==> config.mk <==
export PLATFORM = sky130hd
export DESIGN_NAME = nios_system_cpu_3_oci_dct_packer
export DESIGN_NICKNAME = d
export VERILOG_FILES = /design/src/rtl/nios_system_cpu_3_oci_dct_packer.sv
export SDC_FILE = /design/constraint.sdc
export NUM_CORES = 1
export LEC_CHECK = 0
export CAP_MARGIN = 30
export CORE_MARGIN = 2
export CORE_UTILIZATION = 44
export CTS_BUF_LIST = sky130_fd_sc_hd__clkbuf_2 sky130_fd_sc_hd__clkbuf_4 sky130_fd_sc_hd__clkbuf_8
export DETAILED_ROUTE_END_ITERATION = 8
export PLACE_DENSITY = 0.7
export SETUP_SLACK_MARGIN = 0.4
export SLEW_MARGIN = 10
export SYNTH_ARGS = -nofsm -noshare
export SYNTH_HDL_FRONTEND = slang
export SYNTH_SLANG_ARGS = --single-unit
export TNS_END_PERCENT = 5
==> constraint.sdc <==
create_clock -name clk -period 1.5 [get_ports clk]
set_input_delay 0.15 -clock clk [delete_from_list [all_inputs] [get_ports clk]]
set_output_delay 0.15 -clock clk [all_outputs]
set_load 0.03 [all_outputs]
==> src/rtl/nios_system_cpu_3_oci_dct_packer.sv <==
// rtl/nios_system_cpu_3_oci_dct_packer.sv - packs 2-bit DCT trace codes into packets for the OCI trace path
// Codes shift into an accumulator; a full, flushed or end-of-test accumulator moves to the output slot.
module nios_system_cpu_3_oci_dct_packer #(
  parameter int ENTRIES = 15,
  parameter int CODE_W  = 2
) (
  input  logic                        clk,
  input  logic                        reset_n,
  input  logic                        dct_in_valid,
  input  logic [CODE_W-1:0]           dct_in_code,
  output logic                        dct_in_ready,
  input  logic                        flush,
  input  logic                        test_ending,
  output logic [ENTRIES*CODE_W-1:0]   dct_buffer,
  output logic [3:0]                  dct_count,
  output logic                        dct_out_valid,
  input  logic                        dct_out_ready,
  output logic                        test_has_ended
);

  localparam int         BUF_W = ENTRIES * CODE_W;
  localparam logic [3:0] FULL  = 4'(ENTRIES);

  logic [BUF_W-1:0] acc_q, acc_d;
  logic [BUF_W-1:0] buf_q, buf_d;
  logic [3:0]       cnt_q, cnt_d;
  logic [3:0]       count_q, count_d;
  logic             pend_q, pend_d;
  logic             valid_q, valid_d;
  logic             ended_q, ended_d;

  logic slot_free;
  logic acc_nonempty;
  logic xfer;
  logic accept;

  always_comb begin
    slot_free    = !valid_q || dct_out_ready;
    acc_nonempty = (cnt_q != 4'd0);
    xfer         = slot_free && ((cnt_q == FULL) || ((pend_q || test_ending) && acc_nonempty));
    // A transfer empties the accumulator this cycle, so a full accumulator still takes a code.
    dct_in_ready = reset_n && ((cnt_q < FULL) || xfer);
    accept       = dct_in_valid && dct_in_ready;

    acc_d   = acc_q;
    cnt_d   = cnt_q;
    buf_d   = buf_q;
    count_d = count_q;
    valid_d = valid_q;
    pend_d  = pend_q;
    ended_d = ended_q;

    if (xfer) begin
      buf_d   = acc_q;
      count_d = cnt_q;
      valid_d = 1'b1;
      acc_d   = accept ? BUF_W'(dct_in_code) : '0;
      cnt_d   = accept ? 4'd1 : 4'd0;
      // A flush arriving with a code that lands in the fresh accumulator must still push it out.
      pend_d  = flush && accept;
    end else begin
      if (accept) begin
        acc_d = {acc_q[BUF_W-CODE_W-1:0], dct_in_code};
        cnt_d = cnt_q + 4'd1;
      end
      if (dct_out_ready) begin
        valid_d = 1'b0;
      end
      if (flush && (acc_nonempty || accept)) begin
        pend_d = 1'b1;
      end
    end

    if (test_ending && !acc_nonempty && !accept && slot_free) begin
      ended_d = 1'b1;
    end
  end

  always_ff @(posedge clk or negedge reset_n) begin
    if (!reset_n) begin
      acc_q   <= '0;
      cnt_q   <= 4'd0;
      buf_q   <= '0;
      count_q <= 4'd0;
      pend_q  <= 1'b0;
      valid_q <= 1'b0;
      ended_q <= 1'b0;
    end else begin
      acc_q   <= acc_d;
      cnt_q   <= cnt_d;
      buf_q   <= buf_d;
      count_q <= count_d;
      pend_q  <= pend_d;
      valid_q <= valid_d;
      ended_q <= ended_d;
    end
  end

  assign dct_buffer     = buf_q;
  assign dct_count      = count_q;
  assign dct_out_valid  = valid_q;
  assign test_has_ended = ended_q;

endmodule
==> reports/metrics.cfg, run 1 <==
[outcome]
status = finished, violations left
violations = negative setup slack

[die]
core_area_um2 = 6760
start_util = 0.451
fp.dieW_um = 87.3
io_pins = 45
die_area_um2 = 7620
die_h_um = 87.3
rows = 30

[finish]
drive_gt1_frac = 0.455
fin_util = 0.596
nNetsFinal = 304
area_growth_pct = 32.0
num-fill-cells = 546
antennaDiodeCount = 0

[power_and_ir_drop]
switchingPower_uw = 2120
power_density_nw_per_um2 = 1620
pwr-share-comb = 0.385
p_int_uw = 4410
seqPwrFrac = 0.354
power_uw = 6530
leakagePower_uw = 0.00210
ir_drop_mv = 0.663
clkPwrFrac = 0.261
swShare = 0.325

[worst_setup_path]
critPathCaptureType = flip-flop
reg2regPathDepth = 7
r2r_slack_ns = -0.30
critPathRequiredTime_ns = 1.71
cp-start-kind = flip-flop
cpLargestDelayFamily = flip-flops
crit_fanout = 14
max_stage_delay_ns = 0.40
crit_type = reg2reg
critical-path-slowest-cell = dfrtp_1
worstPathArrival_ns = 2.02
r2r-start = cnt_q[0]
path_cells = buf_6 > inv_4 > ha_4 > nor3b_4 > a211o_4 > buf_12 > mux2_4
timing.rr.end = dct_buffer[13]
critPathBufInv = 3

[global_routing]
grt_overflow = 0
grt_pass1_wl_mm = 10.3
grt_start_max_net_pins = 68
antenna_found_initial = 0
grt_pass1_vias = 2027
groute.usage.overall = 0.178

[routing]
drt_iter0_drc = 84
dr_wl_met2_mm = 2.82
drt-vias-per-instance = 4.99
drtPass1Iterations = 5
routed_wl_mm = 6.05
vias = 1893
met3WireLength_um = 235
wl_met1_mm = 2.92
wl_per_cell_um = 16.0
ant_nets = 0
highest_layer = met4
drc = 0

[yosys]
synth_edf_count = 0
ys_ff_latch = 71
ys.flop_type = dfrtp_1
synthTopCellsByArea = dfrtp_1 (58%), mux2_4 (16%), mux2i_1 (10%)
yosysSeqAreaShare = 0.582
synth_top_area_cell = dfrtp_1
ys_warn_count = 0
syn_area_per_cell_um2 = 14.1
synthTopCellsByCount = dfrtp_1 (71), nor2_1 (34), mux2_4 (32)
synth.distinct_cells = 26
synthArstFlopShare = 1.00
synthesis.area_um2 = 3050
syn_nets = 227
synthCells = 217
synth_top_area_share = 0.582
yosysMostFrequentCell = dfrtp_1

[min_path]
hold_depth = 3
hold_path_class = in2reg
min_to = cnt_q[2]
hp-start = reset_n

[clock_tree]
cts_tree = yes
htreeDepth = 3
cts-root-buf = clkbuf_8
clkSlewWorstSetupHoldPaths_ns = 0.07
insertion_delay_ns = 0.33
clk_path_buf_depth = 2
cts_made_buffers = 9
cts.sinks = 71

[place]
place_ws_ns = -0.305
gp_congestion = 0.789
io_buffers = 44
place_hpwl_mm = 3.59

[sta]
setup_violations = 70
rsz0062_at_grt = true
finalMaxSlewViolations = 0
clock.fmax_mhz = 555
worst_slack_ns = -0.302
relSlewSlack = 0.789
holdWs_ns = 0.213
hold_viol_final = 0
fin_skew_ns = 0.0113
worstMarginPinSlew_ns = 0.316
min_period_over_period = 1.20
min_period_ns = 1.80

[flow_run]
cap_violations = 0

logic make-up (layout without fill, tap and decap cells):
kind of cell,after synthesis,after routing,share of synthesized area
buffers and inverters,14,96,0.0373
multiplexers,63,63,0.259
adder cells (fa/ha/maj),2,2,0.00820
AND/OR/NAND/NOR,51,51,0.0767
AO/OA/AOI/OAI,16,16,0.0361
flip-flops,71,71,0.582
worst min-delay path, cell delays in order:
cell,delay [ns]
buf_4,0.15
a31oi_1,0.14
nor3_1,0.06
how the worst max path moves through the flow:
stage	start	end	slack, ns	cells past startpoint
final	cnt_q[0]	dct_buffer[13]	-0.30	7
after global routing	cnt_q[0]	cnt_q[0]	-0.36	8
after CTS	cnt_q[0]	dct_buffer[13]	-0.29	7
after detailed placement	dct_out_ready	dct_buffer[9]	-0.31	5
after global placement	dct_out_ready	pend_q	-0.29	6
after floorplan	cnt_q[1]	dct_buffer[0]	-0.12	6
metal layers:
| layer | global-route usage | vias to the layer above |
|---|---|---|
| li1 | - | 904 |
| met1 | 0.262 | 939 |
| met2 | 0.265 | 42 |
| met3 | 0.0313 | 8 |
| met4 | 0.0671 | 0 |
| met5 | 0 | - |
power by group through the flow:
| stage | Combinational, uW | Sequential (uW) | Clock (uW) |
|---|---|---|---|
| global route | 2690 | 2350 | 1840 |
| floorplan | 1260 | 2540 | 0 |
| global placement | 2070 | 2330 | 0 |
| CTS | 2460 | 2310 | 1750 |
| detailed placement | 2090 | 2340 | 0 |
| finish | 2510 | 2310 | 1710 |
layout make-up:
| class | instances | area, um^2 | share of cell area |
|---|---|---|---|
| flip-flops and latches | 71 | 1780 | 0.442 |
| multi-input cells | 132 | 1240 | 0.309 |
| repair buffers | 77 | 663 | 0.165 |
| clock buffers | 11 | 145 | 0.0360 |
| well taps | 80 | 100 | 0.0249 |
| clock inverters | 5 | 81.3 | 0.0202 |
| inverters | 3 | 13.8 | 0.00342 |
stage by stage:
step                instances  cell area (um^2)  TNS [ns]
floorplan                 217              3080     -6.51
global placement          353              3720    -15.33
detailed placement        353              3720    -15.59
CTS                       377              3960    -13.09
global route              379              4030    -19.00
finish                    379              4030    -14.33
what timing repair did:
| item | 4_1_cts | 5_1_grt |
|---|---|---|
| endpoints found under the hold margin | 4 | 2 |
| cloned | 2 | 0 |
| resized for setup | 205 | 11 |
| hold buffers | 1 | 1 |
| endpoints found under the setup margin | 108 | 76 |
| pin swaps | 7 | 2 |
| setup buffers | 5 | 0 |
sequential cells by signal, indices dropped and copies added (netlist names):
signal	flops
dct_count	4
pend_q	1
acc_q	30
cnt_q	4
test_has_ended	1
dct_buffer	30
dct_out_valid	1
placed cells by master, fill, tap and decap left out, drive strengths merged, types with 2 or more instances in the layout:
cell and count:
and3 3, inv 3, nand2 5, a21oi 5, dfrtp 71, clkinv 2
nor2 34, bufinv 2, mux2 32, nor3 3, o21ai 4, a211oi 2
ha 2, a31oi 3, dlygate4sd3 2, buf 68, clkdlybuf4s50 6, mux2i 31
clkbuf 11
No activity file was read; power rests on OpenSTA's default activity.
==> inputs of run 2 (changes only) <==
Settings changed: TNS_END_PERCENT 5 to 100.
==> reports/metrics.cfg, run 2 (same netlist as run 1, synthesis figures left out) <==
[outcome]
status = finished, violations left
violations = negative setup slack

[routing]
drt-vias-per-instance = 5.13  ; +2.6%
drc = 0  ; unchanged
wl_per_cell_um = 18.6  ; +17%
drtPass1Iterations = 4  ; -1
drt_iter0_drc = 71  ; -15%
routed_wl_mm = 7.62  ; +26%
ant_nets = 0  ; unchanged
vias = 2102  ; +11%

[power_and_ir_drop]
switchingPower_uw = 2710  ; +28%
power_uw = 7670  ; +17%
clkPwrFrac = 0.229  ; -0.032
ir_drop_mv = 0.783  ; +18%
seqPwrFrac = 0.302  ; -0.052
swShare = 0.353  ; +0.0279
pwr-share-comb = 0.469  ; +0.084
power_density_nw_per_um2 = 1640  ; +0.99%
leakagePower_uw = 0.00226  ; +7.4%
p_int_uw = 4960  ; +13%

[sta]
fin_skew_ns = 0.0132  ; +0.00195 ns
min_period_over_period = 1.23  ; +0.0257
min_period_ns = 1.84  ; +0.0386 ns
setup_violations = 71  ; +1.4%
finalMaxSlewViolations = 0  ; unchanged
worstMarginPinSlew_ns = 0.829  ; +0.513 ns
relSlewSlack = 0.447  ; -0.342
setup_tns_ns = -20.68  ; -6.35 ns
clock.fmax_mhz = 543  ; -2.1%
worst_slack_ns = -0.341  ; -0.0386 ns
rsz0062_at_grt = true
hold_viol_final = 0  ; unchanged

[place]
gp_congestion = 0.801  ; +1.5%
place_hpwl_mm = 3.70  ; +3.0%
io_buffers = 44  ; unchanged
place_ws_ns = -0.297  ; +0.00819 ns
post_dp_cell_area_um2 = 3750  ; +0.87%

[die]
core_area_um2 = 6760  ; unchanged
fp.dieW_um = 87.3  ; unchanged
die_area_um2 = 7620  ; unchanged
start_util = 0.451  ; unchanged
rows = 30  ; unchanged
io_pins = 45  ; unchanged
die_h_um = 87.3  ; unchanged

[worst_setup_path]
path_cells = buf_6 > inv_4 > ha_4 > nor3b_4 > buf_4 > buf_6 > a211oi_4 > buf_4 > buf_12 > nor2_1
crit_fanout = 8  ; -6
critPathCaptureType = flip-flop
max_stage_delay_ns = 0.39  ; about the same
r2r-start = cnt_q[0]
worstPathArrival_ns = 2.08  ; +0.06 ns
critPathBufInv = 6  ; +3
critical-path-slowest-cell = dfrtp_1
crit_type = reg2reg
timing.rr.end = acc_q[6]
critPathRequiredTime_ns = 1.74  ; +0.03 ns
reg2regPathDepth = 10  ; +3
cpLargestDelayFamily = buffers and inverters
r2r_slack_ns = -0.34  ; -0.04 ns
cp-start-kind = flip-flop

[finish]
nNetsFinal = 335  ; +10%
mostFrequentLayoutCell = dfrtp_1
num-fill-cells = 453  ; -17%
area_growth_pct = 53.5
drive_gt1_frac = 0.630  ; +0.175
regArea_um2 = 1780  ; about the same
antennaDiodeCount = 0  ; unchanged
fin_util = 0.693  ; +0.0970
mostFrequentLayoutCells = dfrtp_1 (70), buf_4 (48), mux2_4 (32)
fin_area_um2 = 4680  ; +16%
multi_input_area_um2 = 1470  ; +19%

[global_routing]
grt_use_met1 = 0.271  ; +0.00878
top_usage_layer = met2
grt_overflow = 0  ; unchanged
grt.met2_usage = 0.328  ; +0.0627
grt_pass1_vias = 2266  ; +12%
groute.usage.overall = 0.207  ; +0.0284
antenna_found_initial = 0  ; unchanged
grt_pass1_wl_mm = 11.8  ; +14%
grt_start_max_net_pins = 68  ; unchanged
grt_util_met3 = 0.0502  ; +0.0190

[min_path]
hold_path_class = in2async

[clock_tree]
cts-root-buf = clkbuf_8
clkSlewWorstSetupHoldPaths_ns = 0.09  ; +0.02 ns
cts_made_buffers = 9  ; unchanged
htreeDepth = 3  ; unchanged
clk_path_buf_depth = 2  ; unchanged
cts_tree = yes
insertion_delay_ns = 0.35  ; +0.02 ns
cts.sinks = 71  ; unchanged

[flow_run]
cap_violations = 0  ; unchanged

run 2: cell count changes in the layout (fill, tap and decap cells not counted), moves of 13 or more:
cell / change
nor2_1: -28
buf_4: +26
buf_2: -20
nor2_4: +17
buf_6: +13
mux2i_1: -13
run 2: worst max path at each step:
stage,cells after the start,start,endpoint
5_1_grt,10,cnt_q[0],acc_q[6]
6_report,10,cnt_q[0],acc_q[6]
3_3_place_gp,5,dct_out_ready,dct_buffer[16]
3_5_place_dp,7,dct_out_ready,acc_q[23]
4_1_cts,7,cnt_q[0],dct_buffer[20]
2_1_floorplan,6,cnt_q[1],dct_buffer[0]
run 2: stage by stage:
stage	instances	hold slack, ns
after global routing	410	0.133
after global placement	355	-0.0178
final	410	0.0711
after floorplan	217	-0.146
after CTS	392	0.0879
after detailed placement	355	-0.0193
run 2: cell type report:
cell class,count,share of cell area
inverters,3,0.00294
well taps,80,0.0214
clock buffers,9,0.0265
multi-input cells,132,0.315
clock inverters,7,0.0219
repair buffers,108,0.233
flip-flops and latches,71,0.380
run 2: routing by layer:
metal / vias to the layer above / wire [um]
li1: 966 / -
met4: 0 / 125
met5: - / 0
met2: 56 / 3820
met1: 1063 / 3400
met3: 17 / 284
run 2: repair_timing:
action / 4_1_cts / 5_1_grt
resized for setup: 250 / 90
pin swaps: 29 / 11
endpoints found under the setup margin: 108 / 96
buffers inserted: 14 / 18
endpoints found under the hold margin: 4 / 0
hold buffers: 1 / 0
gates cloned: 6 / 0
run 2: power by group through the flow:
stage | combinational (uW) | clock, uW | sequential (uW)
floorplan | 1280 | 0 | 2540
global placement | 2140 | 0 | 2330
detailed placement | 2180 | 0 | 2340
CTS | 3060 | 1790 | 2300
global route | 3750 | 1880 | 2340
finish | 3600 | 1760 | 2310
